$ cat config.mk
export PLATFORM = sky130hd
export DESIGN_NAME = cordic_vector
export DESIGN_NICKNAME = d
export VERILOG_FILES = /design/src/rtl/cordic_vector_pkg.sv /design/src/rtl/cordic_vec_stage.sv /design/src/rtl/cordic_vector.sv
export SDC_FILE = /design/constraint.sdc
export NUM_CORES = 1
export LEC_CHECK = 0
export BUFFER_PORTS_ARGS = -buffer_cell sky130_fd_sc_hd__buf_4
export CORE_UTILIZATION = 32
export CTS_CLUSTER_DIAMETER = 60
export DETAILED_ROUTE_END_ITERATION = 10
export GPL_ROUTABILITY_DRIVEN = 0
export PLACE_DENSITY_LB_ADDON = 0.2
export SYNTH_ARGS = -nofsm -noshare
export SYNTH_HDL_FRONTEND = slang
export SYNTH_SLANG_ARGS = --single-unit
$ cat constraint.sdc
create_clock -name clk -period 6.93 [get_ports clk]
set_input_delay 1.0395 -clock clk [delete_from_list [all_inputs] [get_ports clk]]
set_output_delay 1.0395 -clock clk [all_outputs]
set_load 0.01 [all_outputs]
$ cat src/rtl/cordic_vector_pkg.sv
// cordic_vector_pkg: shared CORDIC constants (atan table, gain, widths, FSM codes)
package cordic_vector_pkg;
  localparam int N_ITER = 16;
  localparam int W_INT = 20;
  localparam int W_PHASE = 16;
  localparam logic [15:0] GAIN = 16'd19899;
  localparam logic [16*16-1:0] ATAN_TBL = {
    16'd0, 16'd1, 16'd1, 16'd3, 16'd5, 16'd10, 16'd20, 16'd41,
    16'd81, 16'd163, 16'd326, 16'd651, 16'd1297, 16'd2555, 16'd4836, 16'd8192
  };
  localparam logic [1:0] S_IDLE = 2'd0;
  localparam logic [1:0] S_ITER = 2'd1;
  localparam logic [1:0] S_SCALE = 2'd2;
  localparam logic [1:0] S_DONE = 2'd3;
  function automatic logic [15:0] atan_of(input int i);
    return ATAN_TBL[16*i +: 16];
  endfunction
endpackage

$ cat src/rtl/cordic_vec_stage.sv
// cordic_vec_stage: one combinational vectoring iteration driving y toward zero
//   x, y, z : current state; sh : iteration index (shift); atan : angle step
//   xn, yn, zn : next state
module cordic_vec_stage #(
  parameter int IW = 20
) (
  input  logic signed [IW-1:0] x,
  input  logic signed [IW-1:0] y,
  input  logic        [15:0]   z,
  input  logic        [3:0]    sh,
  input  logic        [15:0]   atan,
  output logic signed [IW-1:0] xn,
  output logic signed [IW-1:0] yn,
  output logic        [15:0]   zn
);
  logic signed [IW-1:0] xs, ys;
  logic up;
  assign up = ~y[IW-1];
  assign xs = x >>> sh;
  assign ys = y >>> sh;
  assign xn = up ? x + ys : x - ys;
  assign yn = up ? y - xs : y + xs;
  assign zn = up ? z + atan : z - atan;
endmodule

$ cat src/rtl/cordic_vector.sv
// cordic_vector: iterative vectoring CORDIC returning 8-bit phase and magnitude of (x_in, y_in)
//   in_valid/in_ready : sample handshake, x_in/y_in signed Q1.15
//   out_valid/out_ready : result handshake, phi (0-255 = 0-2pi), mag (unsigned, input scale)
module cordic_vector
  import cordic_vector_pkg::*;
#(
  parameter int ITER = N_ITER,
  parameter int IW = W_INT
) (
  input  logic        clk,
  input  logic        rst,
  input  logic        in_valid,
  output logic        in_ready,
  input  logic [15:0] x_in,
  input  logic [15:0] y_in,
  output logic        out_valid,
  input  logic        out_ready,
  output logic [7:0]  phi,
  output logic [15:0] mag
);
  localparam int CW = $clog2(ITER);
  logic [1:0] state;
  logic [CW-1:0] cnt;
  logic signed [IW-1:0] x, y, xn, yn, xe, ye;
  logic [W_PHASE-1:0] z, zn;
  logic zero, neg;
  logic [IW+15:0] ms;
  logic [15:0] msat;
  logic [7:0] pr;
  assign in_ready = state == S_IDLE;
  assign neg = x_in[15];
  assign xe = {{(IW-18){x_in[15]}}, x_in, 2'b00};
  assign ye = {{(IW-18){y_in[15]}}, y_in, 2'b00};
  cordic_vec_stage #(.IW(IW)) u_stage (
    .x(x), .y(y), .z(z), .sh(4'(cnt)), .atan(atan_of(int'(cnt))),
    .xn(xn), .yn(yn), .zn(zn)
  );
  // x stays non-negative after folding; guard anyway, then drop the 2 guard bits with the gain shift
  assign ms = ((IW+16)'(x[IW-1] ? {IW{1'b0}} : x) * (IW+16)'(GAIN)) >> 17;
  assign msat = |ms[IW+15:16] ? 16'hFFFF : ms[15:0];
  // +half LSB before truncation so 255.5 wraps to 0
  assign pr = 8'((z + 16'd128) >> 8);
  always_ff @(posedge clk or posedge rst) begin
    if (rst) begin
      state <= S_IDLE;
      cnt <= '0;
      x <= '0;
      y <= '0;
      z <= '0;
      zero <= 1'b0;
      out_valid <= 1'b0;
      phi <= '0;
      mag <= '0;
    end else if (state == S_IDLE) begin
      if (in_valid) begin
        x <= neg ? -xe : xe;
        y <= neg ? -ye : ye;
        z <= neg ? 16'h8000 : 16'h0000;
        zero <= x_in == 16'd0 && y_in == 16'd0;
        cnt <= '0;
        state <= S_ITER;
      end
    end else if (state == S_ITER) begin
      x <= xn;
      y <= yn;
      z <= zn;
      cnt <= cnt + 1'b1;
      if (cnt == CW'(ITER-1)) state <= S_SCALE;
    end else if (state == S_SCALE) begin
      phi <= zero ? 8'd0 : pr;
      mag <= zero ? 16'd0 : msat;
      out_valid <= 1'b1;
      state <= S_DONE;
    end else if (out_ready) begin
      out_valid <= 1'b0;
      state <= S_IDLE;
    end
  end
endmodule
; ---- Word level (Yosys, flattened, before mapping)
; Cells that the tools add are included.
[op_classes]
add_sub_neg = 10
n_mul = 1
div = 0
order_cmp = 0
eq_ne = 5
shifts = 3
mux = 30
n_bitwise = 2
n_reduce_logical = 13
[ops]
columns = cell, count
row1 = "256-bit by 9-bit indexed part select with 16-bit output, first input constant", 1
row2 = 20-bit 2-to-1 mux, 10
row3 = 16-bit 2-to-1 mux, 7
row4 = 20-bit adder, 2
row5 = 18-bit negator with 20-bit output, 2
row6 = 20-bit by 4-bit >>> shifter with 20-bit output, 2
row7 = 20-bit subtractor, 2
row8 = "19-bit by 15-bit multiplier with 34-bit output, second input constant", 1
row9 = 16-bit logical NOT, 2
row10 = 19-bit 2-to-1 mux, 1
row11 = 16-bit adder, 1
row12 = "16-bit by 8-bit adder with 16-bit output, second input constant", 1
row13 = 16-bit subtractor, 1
row14 = 2-bit 2-to-1 mux, 6
row15 = 4-bit 2-to-1 mux, 3
row16 = 3-bit AND reduction, 3
row17 = 8-bit 2-to-1 mux, 1
row18 = "4-bit by 1-bit adder with 4-bit output, second input constant", 1
row19 = "4-bit equality test, second input constant", 1
row20 = 2-bit AND reduction, 2
row21 = 2-bit nonzero test, 2
row22 = 4-bit nonzero test, 1
row23 = "3-bit by 2-bit inequality test with 1-bit output, second input constant", 1
row24 = 3-bit OR reduction, 1
row25 = other kinds (7), 9
[totals]
ff_bits = 88
latch_bits = 0
ramBits = 0
rom_bits = 0
output_inout_bits = 26
memories = 0

; ---- Depth between registers and ports, before layout
; Gate-level depths: netlist of the first run.
[depth]
depth_word = 5
ltp_mapped = 28
mapped_depth_nobuf = 23

; ---- By module
; A second synthesis of the first run with hierarchy kept.
[unflattened]
cells_unflattened = 1898
hier_area_um2 = 16413.2
[modules_own_cells]
columns = mod, n_inst, cells_per_inst, area_per_inst_um2, seq_area_each_um2
row1 = cordic_vector, 1, 1110, 10442.5, 2202.1
row2 = cordic_vec_stage, 1, 788, 5970.7, 0.0

; ---- Least setup slack after synthesis of the first run
; No wires, ideal clock.
[synth_timing]
path_type = register to register
start = reg x[19]
end = reg mag[1]
setup_ns = 0.083
arrival_time_ns = 7.235
slack_ns = -0.388
path_stages_with_launch = 27
path_buffers = 5
synth_period_minus_slack_ns = 7.318
cell_sequence = dfrtp_1 > clkbuf_1 > clkbuf_1 > clkbuf_1 > buf_2 > nand2b_1 > inv_1 > ha_1 > fa_1 > inv_1 > fa_1 > fa_1 > fa_1 > inv_1 > fa_1 > inv_1 > ha_1 > a21o_1 > a21o_1 > a21o_1 > a221o_1 > o2111ai_1 > a211oi_1 > nor3_1 > clkbuf_1 > nor2_1 > o22ai_1
[synth_via]
elab_chain_len = 5
[synth_lines]
columns = item, line
row1 = from (decl), cordic_vector.sv:24  ; logic signed [IW-1:0] x, y, xn, yn, xe, ye;
row2 = from (signal assigned), cordic_vector.sv:56  ; x <= neg ? -xe : xe;
row3 = from (signal assigned), cordic_vector.sv:64  ; x <= xn;
row4 = 19-bit 2-to-1 mux *, cordic_vector.sv:39  ; assign ms = ((IW+16)'(x[IW-1] ? {IW{1'b0}} : x) * (IW+16)'(GAIN)) >> 17;
row5 = 19-bit by 15-bit multiplier with 34-bit output *, cordic_vector.sv:39
row6 = 3-bit OR reduction, cordic_vector.sv:40  ; assign msat = |ms[IW+15:16] ? 16'hFFFF : ms[15:0];
row7 = 16-bit 2-to-1 mux *, cordic_vector.sv:40
row8 = 16-bit 2-to-1 mux *, cordic_vector.sv:71  ; mag <= zero ? 16'd0 : msat;
row9 = to (signal assigned), cordic_vector.sv:71
row10 = to (decl), cordic_vector.sv:19  ; output logic [15:0] mag
; Mark *: on every way between the ends. The rest lies on a longest branch, timed or not.
; A chain may end at the register's enable or synchronous reset.

; ---- Final worst setup path of the first run
[layout_timing]
start = reg x[19]
end = reg mag[6]
; Same word-level chain as after synthesis.

==> metrics.txt, run 1 <==
# TYPE chip_impl_metric gauge
chip_impl_metric{name="initialDrtViolationCount",unit=""} 851
chip_impl_info{name="cts_tree",value="built"} 1
chip_impl_metric{name="synthAdderAreaFrac",unit="%"} 28.5
chip_impl_metric{name="number_of_nets_at_the_end_of_the_flow",unit=""} 2245
chip_impl_metric{name="final_antenna_net_count",unit=""} 0
chip_impl_metric{name="io-pin-count",unit=""} 62
chip_impl_metric{name="final.min_clock_period",unit="ns"} 6.62
chip_impl_metric{name="worstSkewPairLatency",unit="ns"} 0.40
chip_impl_metric{name="maxClockFrequency",unit="MHz"} 151
chip_impl_metric{name="number_of_global_route_vias_before_repair",unit=""} 13301
chip_impl_metric{name="muxShareOfSynthArea",unit="%"} 10.1
chip_impl_metric{name="finalWirelength",unit="mm"} 45.0
chip_impl_metric{name="instances_no_fill",unit=""} 2582
chip_impl_metric{name="row_count",unit=""} 81
chip_impl_metric{name="final_design_area_no_fill",unit="sq um"} 17900
chip_impl_metric{name="numCtsBuffers",unit=""} 9
chip_impl_info{name="synth_top_family_by_area",value="adder cells"} 1
chip_impl_metric{name="skew",unit="ns"} 0.0184
chip_impl_metric{name="vias",unit=""} 13401
chip_impl_info{name="synth_ff_type",value="sky130_fd_sc_hd__dfrtp_1"} 1
chip_impl_metric{name="setup-violations-final",unit=""} 0
chip_impl_info{name="cts_root_buffer_type",value="sky130_fd_sc_hd__clkbuf_16"} 1
chip_impl_info{name="timing.critical_path.to_type",value="flip-flop"} 1
chip_impl_metric{name="timing.final.crit_share",unit="%"} 95.5
chip_impl_metric{name="cts.htree.levels",unit=""} 3
chip_impl_metric{name="drt-wirelength-per-cell",unit="um"} 17.4
chip_impl_metric{name="tritoncts_num_sinks",unit=""} 88
chip_impl_metric{name="drt_pre_antenna_iters",unit=""} 5
chip_impl_metric{name="grt_overflow",unit=""} 0
chip_impl_metric{name="hold_viol_final",unit=""} 0
chip_impl_metric{name="postSynthCellCount",unit=""} 1868
chip_impl_metric{name="io_buffers",unit=""} 61
chip_impl_info{name="status",value="finished, final reports clean"} 1
chip_impl_metric{name="n_antenna_cell",unit=""} 0
chip_impl_metric{name="synth_compound_gate_area_share",unit="%"} 17.2
chip_impl_metric{name="dpl.cell_count",unit=""} 2562
chip_impl_metric{name="worstMarginPinSlew",unit="ns"} 1.11
chip_impl_metric{name="chipWidth",unit="um"} 227
chip_impl_info{name="synth.area.top_cells",value="sky130_fd_sc_hd__fa_1 (15%), sky130_fd_sc_hd__ha_1 (14%), sky130_fd_sc_hd__dfrtp_1 (14%), sky130_fd_sc_hd__inv_1 (6.4%), sky130_fd_sc_hd__mux4_2 (5.0%)"} 1
chip_impl_info{name="synth.most_common_cell",value="sky130_fd_sc_hd__inv_1"} 1
chip_impl_metric{name="vias_per_cell",unit=""} 5.19
chip_impl_metric{name="cp_max_fo",unit=""} 13
chip_impl_metric{name="syn-num-nets",unit=""} 2200
chip_impl_metric{name="grt_use_total",unit="%"} 18.4
chip_impl_metric{name="die_h",unit="um"} 227
chip_impl_metric{name="synth_top_area_share",unit="%"} 14.8
chip_impl_metric{name="synthArstFlopShare",unit="%"} 100
chip_impl_metric{name="post_synth.cell_area_avg",unit="sq um"} 8.65
chip_impl_metric{name="standard_cell_core_area",unit="sq um"} 49400
chip_impl_metric{name="synth_area",unit="sq um"} 16100
chip_impl_metric{name="fp.dieArea",unit="sq um"} 51400
chip_impl_metric{name="proportion_of_layout_cells_with_a_drive_suffix_above_1",unit="%"} 12.0
chip_impl_metric{name="drt_drc_violations_left",unit=""} 0
chip_impl_info{name="ys_top_cells_by_count",value="sky130_fd_sc_hd__inv_1 (275), sky130_fd_sc_hd__ha_1 (177), sky130_fd_sc_hd__nand2_1 (132), sky130_fd_sc_hd__nor2_1 (126), sky130_fd_sc_hd__fa_1 (119)"} 1
chip_impl_metric{name="postSynthRegisterBits",unit=""} 88
chip_impl_metric{name="number_of_max_slew_violations_in_the_final_report",unit=""} 0
chip_impl_metric{name="synth.lib_cells_used.distinct",unit=""} 84
chip_impl_metric{name="grt_start_max_net_pins",unit=""} 70
chip_impl_info{name="timing.hold.worst.class",value="reg2reg"} 1
chip_impl_metric{name="post-dp-hpwl",unit="mm"} 36.3
chip_impl_metric{name="yosys_warnings",unit=""} 0
chip_impl_metric{name="clkSlewWorstSetupHoldPaths",unit="ns"} 0.08
chip_impl_metric{name="area_growth_syn_to_layout",unit="%"} 10.6
chip_impl_metric{name="synth_xor_area_share",unit="%"} 7.70
chip_impl_metric{name="grt_first_pass_wirelength",unit="mm"} 73.4
chip_impl_info{name="crit_type",value="reg2reg"} 1
chip_impl_metric{name="synthSimpleGateAreaFrac",unit="%"} 13.8
chip_impl_metric{name="synth_seq_area_share",unit="%"} 13.6
chip_impl_metric{name="grt_antenna_before_repair",unit=""} 0
chip_impl_metric{name="slew_headroom",unit="%"} 26.3
chip_impl_metric{name="cap_viol_max_count",unit=""} 0
chip_impl_metric{name="detailed_place.area",unit="sq um"} 17500
chip_impl_info{name="largest_area_contributor_in_the_synthesized_netlist",value="sky130_fd_sc_hd__fa_1"} 1
chip_impl_metric{name="worst-endpoint-required",unit="ns"} 7.16
chip_impl_metric{name="initial_utilization",unit="%"} 32.7
chip_impl_metric{name="clock_tree.buffer_depth",unit=""} 2
chip_impl_metric{name="synth_enable_flop_cells",unit=""} 0
chip_impl_metric{name="crit_arrival",unit="ns"} 6.85
chip_impl_info{name="crit_path_start_kind",value="flip-flop"} 1
-- metrics by stage --
| step | utilization, % | setup WS (ns) | TNS, ns | hold WS (ns) |
|---|---|---|---|---|
| after floorplan | - | 0.0154 | 0 | 0.430 |
| after global placement | 35.4 | -0.0263 | -0.0330 | 0.451 |
| after detailed placement | 35.4 | -0.204 | -2.25 | 0.452 |
| after CTS | 36.0 | 0.0647 | 0 | 0.471 |
| after global routing | 36.2 | -0.00730 | -0.00730 | 0.517 |
| final | 36.2 | 0.313 | 0 | 0.466 |
-- area by class of cell --
type | count | area [sq um]
Fill cell | 5105 | 31500
Multi-Input combinational cell | 1416 | 12600
Sequential cell | 88 | 2210
Inverter | 277 | 1040
Timing Repair Buffer | 121 | 921
Tap cell | 664 | 831
Clock buffer | 9 | 225
Clock inverter | 7 | 71.3
-- kinds of logic after synthesis --
family | after synthesis
AND/OR/NAND/NOR | 457
AO/OA/AOI/OAI | 426
buffers and inverters | 364
adder cells (fa/ha/maj) | 296
XOR/XNOR | 142
multiplexers | 95
flip-flops | 88
-- sequential cells by signal (all words and copies together), names as in the netlist --
| signal | cells |
|---|---|
| x | 20 |
| y | 20 |
| mag | 16 |
| z | 16 |
| phi | 8 |
| cnt | 4 |
| state | 2 |
| out_valid | 1 |
| zero | 1 |
-- metal layers --
metal  routed length (um)  GRT usage (%)
met1                22500           27.1
met2                20200           28.0
met3                 1520           2.06
met4                  834           5.17
met5                    0              0
-- final timing paths --
| check | start | end | slack (ns) | depth (start not counted) |
|---|---|---|---|---|
| max | x[19] | mag[6] | 0.31 | 24 |
| min reg2reg | zero | zero | 0.47 | 2 |
| max reg2reg | x[19] | mag[6] | 0.31 | 24 |
| min in group asynchronous | rst | mag[11] | 0.59 | 2 |
| max in group asynchronous | rst | y[19] | 4.97 | 3 |
| min | zero | zero | 0.47 | 2 |
-- layout by cell type, fill, tap and decap left out, drive strengths merged, types with 8 or more instances in the layout --
cell type  instances
o31ai             19
ha               177
inv              282
nor3              31
o21ai             88
o22ai             32
a211oi            15
mux2i             28
a31oi             19
nand2b            27
and2              13
nand4              8
clkbuf             9
mux2              18
a21o              23
xor2              57
a21oi            114
nand2            134
mux4              49
xnor2             85
o41ai              8
o211ai            12
nor2             126
a41oi              8
o21a              23
buf              121
or3               12
dfrtp             88
nor2b             34
fa               119
nand3             29
-- what timing repair did --
action / 4_1_cts / 5_1_grt
hold buffers: 0 / 0
pin swaps: 1 / 2
setup endpoints to repair: 14 / 15
setup buffers: 1 / 3
gates resized for setup: 3 / 11
-- critical path: stages, from the launching register on --
cell,delay (ns)
sky130_fd_sc_hd__dfrtp_2,0.45
sky130_fd_sc_hd__buf_4,0.17
sky130_fd_sc_hd__nor2b_1,0.43
sky130_fd_sc_hd__nand2_1,0.14
sky130_fd_sc_hd__inv_1,0.12
sky130_fd_sc_hd__nor2_1,0.07
sky130_fd_sc_hd__fa_1,0.50
sky130_fd_sc_hd__inv_1,0.05
sky130_fd_sc_hd__fa_1,0.52
sky130_fd_sc_hd__fa_1,0.44
sky130_fd_sc_hd__fa_1,0.55
sky130_fd_sc_hd__inv_1,0.05
sky130_fd_sc_hd__fa_1,0.49
sky130_fd_sc_hd__inv_1,0.04
sky130_fd_sc_hd__ha_1,0.38
sky130_fd_sc_hd__o21a_1,0.18
sky130_fd_sc_hd__o211ai_1,0.13
sky130_fd_sc_hd__a211o_1,0.34
sky130_fd_sc_hd__a21oi_4,0.25
sky130_fd_sc_hd__o2111ai_4,0.21
sky130_fd_sc_hd__a211oi_4,0.30
sky130_fd_sc_hd__nor3_4,0.08
sky130_fd_sc_hd__buf_12,0.15
sky130_fd_sc_hd__a2111oi_1,0.29
sky130_fd_sc_hd__o22ai_1,0.11
Power of run 1 is not shown: default switching activity piles up to over one toggle a cycle in this logic, so the estimate is an artifact.
==> inputs of run 2 (changes only) <==
--- a/config.mk
+++ b/config.mk
@@ -11,6 +11,8 @@
 export DETAILED_ROUTE_END_ITERATION = 10
 export GPL_ROUTABILITY_DRIVEN = 0
 export PLACE_DENSITY_LB_ADDON = 0.2
+export REMOVE_ABC_BUFFERS = 1
+export SKIP_CTS_REPAIR_TIMING = 1
 export SYNTH_ARGS = -nofsm -noshare
 export SYNTH_HDL_FRONTEND = slang
 export SYNTH_SLANG_ARGS = --single-unit
==> metrics.txt, run 2 (synthesis gave the netlist of run 1 again) <==
# TYPE chip_impl_metric gauge
chip_impl_metric{name="number_of_nets_at_the_end_of_the_flow",unit=""} 2246
chip_impl_metric{name="worstSkewPairLatency",unit="ns"} 0.38
chip_impl_metric{name="fillCellCount",unit=""} 5132
chip_impl_metric{name="chipWidth",unit="um"} 227
chip_impl_metric{name="number_of_max_slew_violations_in_the_final_report",unit=""} 0
chip_impl_info{name="crit_path_top_delay_cell",value="sky130_fd_sc_hd__fa_1"} 1
chip_impl_metric{name="area_of_the_multi_input_gates",unit="sq um"} 12500
chip_impl_metric{name="fp.dieArea",unit="sq um"} 51400
chip_impl_info{name="timing.hold.worst.class",value="reg2reg"} 1
chip_impl_metric{name="grt_overflow",unit=""} 0
chip_impl_metric{name="critical-path-max-stage-delay",unit="ns"} 0.55
chip_impl_metric{name="final_antenna_net_count",unit=""} 0
chip_impl_info{name="cts_root_buffer_type",value="sky130_fd_sc_hd__clkbuf_16"} 1
chip_impl_metric{name="drt_pre_antenna_iters",unit=""} 5
chip_impl_metric{name="proportion_of_layout_cells_with_a_drive_suffix_above_1",unit="%"} 11.8
chip_impl_metric{name="slew_headroom",unit="%"} 25.7
chip_impl_metric{name="grt_antenna_before_repair",unit=""} 0
chip_impl_metric{name="grt_start_max_net_pins",unit=""} 55
chip_impl_metric{name="skew",unit="ns"} 0.00814
chip_impl_metric{name="standard_cell_core_area",unit="sq um"} 49400
chip_impl_metric{name="vias",unit=""} 13228
chip_impl_metric{name="initialDrtViolationCount",unit=""} 595
chip_impl_metric{name="fin_worst_hold_slack",unit="ns"} 0.457
chip_impl_metric{name="drt_drc_violations_left",unit=""} 0
chip_impl_metric{name="grt_first_pass_wirelength",unit="mm"} 72.0
chip_impl_metric{name="finalWirelength",unit="mm"} 45.2
chip_impl_info{name="timing.critical_path.to_type",value="flip-flop"} 1
chip_impl_metric{name="worstMarginPinSlew",unit="ns"} 1.12
chip_impl_info{name="critical_path.top_delay_family",value="adder cells"} 1
chip_impl_metric{name="hold_viol_final",unit=""} 0
chip_impl_metric{name="finalSetupTns",unit="ns"} 0
chip_impl_metric{name="cts.htree.levels",unit=""} 3
chip_impl_info{name="holdCritStartpoint",value="zero"} 1
chip_impl_metric{name="cp_max_fo",unit=""} 10
chip_impl_info{name="largestRegisters",value="x (20), y (20)"} 1
chip_impl_metric{name="area.sequential",unit="sq um"} 2210
chip_impl_metric{name="numCtsBuffers",unit=""} 9
chip_impl_metric{name="post-dp-hpwl",unit="mm"} 36.7
chip_impl_info{name="status",value="finished, final reports clean"} 1
chip_impl_metric{name="setup-violations-final",unit=""} 0
chip_impl_metric{name="drt-wirelength-per-cell",unit="um"} 17.5
chip_impl_metric{name="initial_utilization",unit="%"} 32.7
chip_impl_metric{name="maxClockFrequency",unit="MHz"} 153
chip_impl_metric{name="buf_inv_stages_crit_path",unit=""} 6
chip_impl_metric{name="grt_use_total",unit="%"} 18.0
chip_impl_metric{name="die_h",unit="um"} 227
chip_impl_info{name="crit_path_start_kind",value="flip-flop"} 1
chip_impl_metric{name="cap_viol_max_count",unit=""} 0
chip_impl_metric{name="io-pin-count",unit=""} 62
chip_impl_info{name="critPathMostFrequentCell",value="sky130_fd_sc_hd__fa_1"} 1
chip_impl_info{name="worst_reg2reg_path_startpoint",value="x[19]"} 1
chip_impl_metric{name="vias_per_cell",unit=""} 5.12
chip_impl_info{name="layout_common_cells",value="sky130_fd_sc_hd__inv_1 (274), sky130_fd_sc_hd__ha_1 (176), sky130_fd_sc_hd__nand2_1 (132)"} 1
chip_impl_metric{name="number_of_global_route_vias_before_repair",unit=""} 13305
chip_impl_info{name="crit_type",value="reg2reg"} 1
chip_impl_info{name="cts_tree",value="built"} 1
chip_impl_metric{name="io_buffers",unit=""} 61
chip_impl_metric{name="row_count",unit=""} 81
chip_impl_metric{name="post-place-ws",unit="ns"} -0.247
chip_impl_metric{name="post-route-worst-setup-slack",unit="ns"} 0.374
chip_impl_metric{name="clock_tree.buffer_depth",unit=""} 2
chip_impl_metric{name="timing.final.crit_share",unit="%"} 94.6
chip_impl_metric{name="final.min_clock_period",unit="ns"} 6.56
chip_impl_metric{name="area_growth_syn_to_layout",unit="%"} 10.4
chip_impl_info{name="worst_setup_path_startpoint",value="x[19]"} 1
chip_impl_metric{name="clkSlewWorstSetupHoldPaths",unit="ns"} 0.07
chip_impl_metric{name="tritoncts_num_sinks",unit=""} 88
chip_impl_metric{name="worst-endpoint-required",unit="ns"} 7.13
chip_impl_metric{name="n_antenna_cell",unit=""} 0
chip_impl_info{name="timing.critical_path.cells",value="nand2b_1 -> inv_1 -> fa_1 -> inv_1 -> fa_1 -> inv_1 -> fa_1 -> fa_1 -> fa_1 -> inv_1 -> fa_1 -> inv_1 -> ha_1 -> buf_4 -> nand2_1 -> o21ai_0 -> a2bb2oi_2 -> a21oi_2 -> o2111ai_1 -> a211oi_2 -> nor3_4 -> a2111oi_0 -> o22ai_1"} 1
chip_impl_metric{name="crit_arrival",unit="ns"} 6.76
chip_impl_info{name="layout_commonest_cell",value="sky130_fd_sc_hd__inv_1"} 1
-- run 2: worst register-to-register path, stage by stage, from the launching register on --
cell	delay (ns)
sky130_fd_sc_hd__dfrtp_2	0.45
sky130_fd_sc_hd__nand2b_1	0.16
sky130_fd_sc_hd__inv_1	0.13
sky130_fd_sc_hd__fa_1	0.55
sky130_fd_sc_hd__inv_1	0.05
sky130_fd_sc_hd__fa_1	0.53
sky130_fd_sc_hd__inv_1	0.05
sky130_fd_sc_hd__fa_1	0.52
sky130_fd_sc_hd__fa_1	0.44
sky130_fd_sc_hd__fa_1	0.54
sky130_fd_sc_hd__inv_1	0.05
sky130_fd_sc_hd__fa_1	0.49
sky130_fd_sc_hd__inv_1	0.04
sky130_fd_sc_hd__ha_1	0.29
sky130_fd_sc_hd__buf_4	0.13
sky130_fd_sc_hd__nand2_1	0.05
sky130_fd_sc_hd__o21ai_0	0.26
sky130_fd_sc_hd__a2bb2oi_2	0.14
sky130_fd_sc_hd__a21oi_2	0.27
sky130_fd_sc_hd__o2111ai_1	0.23
sky130_fd_sc_hd__a211oi_2	0.42
sky130_fd_sc_hd__nor3_4	0.13
sky130_fd_sc_hd__a2111oi_0	0.31
sky130_fd_sc_hd__o22ai_1	0.13
-- run 2: per-stage QoR --
step | util [%] | instances | cell area [sq um]
2_1_floorplan | - | 1781 | 15700
3_3_place_gp | 35.5 | 2567 | 17500
3_5_place_dp | 35.5 | 2567 | 17500
4_1_cts | 36.1 | 2583 | 17800
5_1_grt | 36.1 | 2583 | 17800
6_report | 36.1 | 2583 | 17800
-- run 2: path summary, 6_finish.rpt --
path | endpoint | slack (ns) | depth (start not counted)
setup reg to reg | mag[6] | 0.37 | 23
hold / removal | zero | 0.46 | 2
setup / recovery | mag[6] | 0.37 | 23
max in group asynchronous | y[19] | 5.13 | 3
min in group asynchronous | mag[11] | 0.78 | 2
hold reg to reg | zero | 0.46 | 2
-- run 2: metal layers --
metal | wire length (um) | GRT usage (%) | vias up
li1 | - | - | 6570
met1 | 20800 | 23.8 | 6390
met2 | 22200 | 30.7 | 225
met3 | 1410 | 2.38 | 43
met4 | 818 | 4.71 | 0
met5 | 0 | 0 | -
-- run 2: layout make-up --
type,instances,area share [%]
multi-input cells,1416,70.2
flip-flops and latches,88,12.4
inverters,277,5.84
repair buffers,122,5.21
well taps,664,4.66
clock buffers,10,1.28
clock inverters,6,0.414
Power of run 2 is left out for the same reason.
==> inputs of run 3 (changes only) <==
--- a/config.mk
+++ b/config.mk
@@ -10,8 +10,10 @@
 export CTS_CLUSTER_DIAMETER = 60
 export DETAILED_ROUTE_END_ITERATION = 10
 export GPL_ROUTABILITY_DRIVEN = 0
+export GPL_TIMING_DRIVEN = 0
 export PLACE_DENSITY_LB_ADDON = 0.2
 export REMOVE_ABC_BUFFERS = 1
+export SETUP_SLACK_MARGIN = 0.4
 export SKIP_CTS_REPAIR_TIMING = 1
 export SYNTH_ARGS = -nofsm -noshare
 export SYNTH_HDL_FRONTEND = slang
==> metrics.txt, run 3 (synthesis gave the netlist of run 1 again) <==
# TYPE chip_impl_metric gauge
chip_impl_info{name="status",value="finished, final reports clean"} 1
chip_impl_info{name="layout_common_cells",value="sky130_fd_sc_hd__inv_1 (263), sky130_fd_sc_hd__ha_1 (169), sky130_fd_sc_hd__nand2_1 (128)"} 1
chip_impl_metric{name="drt-wirelength-per-cell",unit="um"} 17.7
chip_impl_metric{name="grt_antenna_before_repair",unit=""} 0
chip_impl_info{name="cts_root_buffer_type",value="sky130_fd_sc_hd__clkbuf_16"} 1
chip_impl_info{name="largestRegisters",value="x (20), y (20)"} 1
chip_impl_metric{name="area_growth_syn_to_layout",unit="%"} 11.9
chip_impl_metric{name="maxClockFrequency",unit="MHz"} 151
chip_impl_metric{name="proportion_of_layout_cells_with_a_drive_suffix_above_1",unit="%"} 14.1
chip_impl_metric{name="dpl.cell_count",unit=""} 2512
chip_impl_info{name="cts_tree",value="built"} 1
chip_impl_metric{name="number_of_max_slew_violations_in_the_final_report",unit=""} 0
chip_impl_metric{name="r2r_cells",unit=""} 25
chip_impl_metric{name="m1WireLength",unit="mm"} 21.2
chip_impl_metric{name="chipWidth",unit="um"} 227
chip_impl_metric{name="setup-violations-final",unit=""} 0
chip_impl_metric{name="vias_per_cell",unit=""} 5.17
chip_impl_metric{name="whs_path_depth",unit=""} 2
chip_impl_metric{name="final_antenna_net_count",unit=""} 0
chip_impl_metric{name="worstSetupPathDepth",unit=""} 25
chip_impl_metric{name="wl_met3",unit="mm"} 1.19
chip_impl_info{name="timing.critical_path.to_type",value="flip-flop"} 1
chip_impl_metric{name="grt_overflow",unit=""} 0
chip_impl_metric{name="drt_pre_antenna_iters",unit=""} 5
chip_impl_metric{name="initialDrtViolationCount",unit=""} 654
chip_impl_metric{name="cp_max_fo",unit=""} 8
chip_impl_metric{name="critical-path-max-stage-delay",unit="ns"} 0.53
chip_impl_info{name="timing.hold.worst.class",value="reg2reg"} 1
chip_impl_metric{name="row_count",unit=""} 81
chip_impl_metric{name="post-dp-hpwl",unit="mm"} 35.4
chip_impl_metric{name="grt_first_pass_wirelength",unit="mm"} 71.0
chip_impl_metric{name="worst-endpoint-required",unit="ns"} 7.15
chip_impl_metric{name="met2RoutedLength",unit="mm"} 22.4
chip_impl_metric{name="grt_start_max_net_pins",unit=""} 56
chip_impl_metric{name="instances_no_fill",unit=""} 2558
chip_impl_metric{name="skew",unit="ns"} 0.0124
chip_impl_metric{name="vias",unit=""} 13232
chip_impl_metric{name="timing.final.crit_share",unit="%"} 95.7
chip_impl_metric{name="cts.htree.levels",unit=""} 3
chip_impl_info{name="critical_path.top_delay_family",value="adder cells"} 1
chip_impl_metric{name="clock_tree.buffer_depth",unit=""} 2
chip_impl_metric{name="worstSkewPairLatency",unit="ns"} 0.40
chip_impl_metric{name="final_core_util",unit="%"} 36.6
chip_impl_metric{name="io-pin-count",unit=""} 62
chip_impl_metric{name="die_h",unit="um"} 227
chip_impl_info{name="maxUsedRoutingLayer",value="met4"} 1
chip_impl_metric{name="crit_arrival",unit="ns"} 6.86
chip_impl_metric{name="number_of_global_route_vias_before_repair",unit=""} 12944
chip_impl_metric{name="io_buffers",unit=""} 61
chip_impl_metric{name="hold_viol_final",unit=""} 0
chip_impl_metric{name="finalWirelength",unit="mm"} 45.3
chip_impl_metric{name="slew_headroom",unit="%"} 14.8
chip_impl_metric{name="buf_inv_stages_crit_path",unit=""} 8
chip_impl_info{name="critPathMostFrequentCell",value="sky130_fd_sc_hd__fa_1"} 1
chip_impl_metric{name="fp.dieArea",unit="sq um"} 51400
chip_impl_info{name="crit_type",value="reg2reg"} 1
chip_impl_metric{name="initial_utilization",unit="%"} 32.7
chip_impl_info{name="crit_path_top_delay_cell",value="sky130_fd_sc_hd__dfrtp_4"} 1
chip_impl_metric{name="number_of_nets_at_the_end_of_the_flow",unit=""} 2220
chip_impl_metric{name="cap_viol_max_count",unit=""} 0
chip_impl_metric{name="grt_use_total",unit="%"} 17.8
chip_impl_metric{name="worstMarginPinSlew",unit="ns"} 1.27
chip_impl_info{name="layout_commonest_cell",value="sky130_fd_sc_hd__inv_1"} 1
chip_impl_metric{name="clkSlewWorstSetupHoldPaths",unit="ns"} 0.08
chip_impl_metric{name="drt_drc_violations_left",unit=""} 0
chip_impl_metric{name="numCtsBuffers",unit=""} 9
chip_impl_info{name="crit_path_start_kind",value="flip-flop"} 1
chip_impl_metric{name="standard_cell_core_area",unit="sq um"} 49400
chip_impl_metric{name="final.min_clock_period",unit="ns"} 6.63
chip_impl_metric{name="tritoncts_num_sinks",unit=""} 88
chip_impl_info{name="grt_setup_unrepaired",value="true"} 1
==> run 3: cell types whose count changed in the layout (fill, tap and decap cells not counted), moves of 5 or more <==
cell,delta
sky130_fd_sc_hd__buf_12,+5
sky130_fd_sc_hd__buf_4,-40
sky130_fd_sc_hd__buf_6,+6
sky130_fd_sc_hd__dfrtp_1,-12
sky130_fd_sc_hd__dfrtp_2,+11
sky130_fd_sc_hd__ha_1,-7
sky130_fd_sc_hd__ha_4,+6
sky130_fd_sc_hd__inv_1,-11
sky130_fd_sc_hd__inv_2,+9
sky130_fd_sc_hd__nor2_1,-6
sky130_fd_sc_hd__nor2_2,+6
sky130_fd_sc_hd__nor2b_1,-9
sky130_fd_sc_hd__nor2b_4,+7
==> run 3: through the flow <==
step | instance area (sq um) | setup slack [ns] | setup TNS [ns] | hold slack [ns]
final | 18100 | 0.298 | 0 | 0.463
after floorplan | 15700 | -0.291 | -3.52 | 0.430
after CTS | 17500 | -1.62 | -19.23 | 0.466
after global routing | 18100 | 0.0904 | 0 | 0.487
after detailed placement | 17200 | -1.60 | -19.21 | 0.447
after global placement | 17000 | -2.22 | -27.34 | 0.444
==> run 3: tightest hold or removal path: stages (launching register included) <==
cell and delay (ns):
sky130_fd_sc_hd__dfrtp_1 0.34, sky130_fd_sc_hd__nand2_1 0.05, sky130_fd_sc_hd__nand2_1 0.05
==> run 3: final timing paths <==
| kind | start | endpoint | slack, ns |
|---|---|---|---|
| worst max-delay path | x[19] | mag[6] | 0.30 |
| worst min-delay path | zero | zero | 0.46 |
| worst max register to register | x[19] | mag[6] | 0.30 |
| worst min register to register | zero | zero | 0.46 |
| max in group asynchronous | rst | x[4] | 5.47 |
| min in group asynchronous | rst | mag[6] | 0.76 |
==> run 3: routing by layer <==
layer | up-vias | GRT usage, %
met5 | - | 0
met4 | 0 | 4.27
met3 | 26 | 2.41
met2 | 180 | 30.0
met1 | 6520 | 23.9
li1 | 6506 | -
==> run 3: cell type report <==
cell class                 instances  area [sq um]
tap                              664           831
clock inverter                     7          67.6
timing repair inverter             1          5.00
fill                            5110         31300
clock buffer                       9           225
timing repair buffer              95           838
inverter                         277          1050
sequential                        88          2220
multi-input combinational       1416         12800
antenna                            1          2.50
Power of run 3 is left out for the same reason.
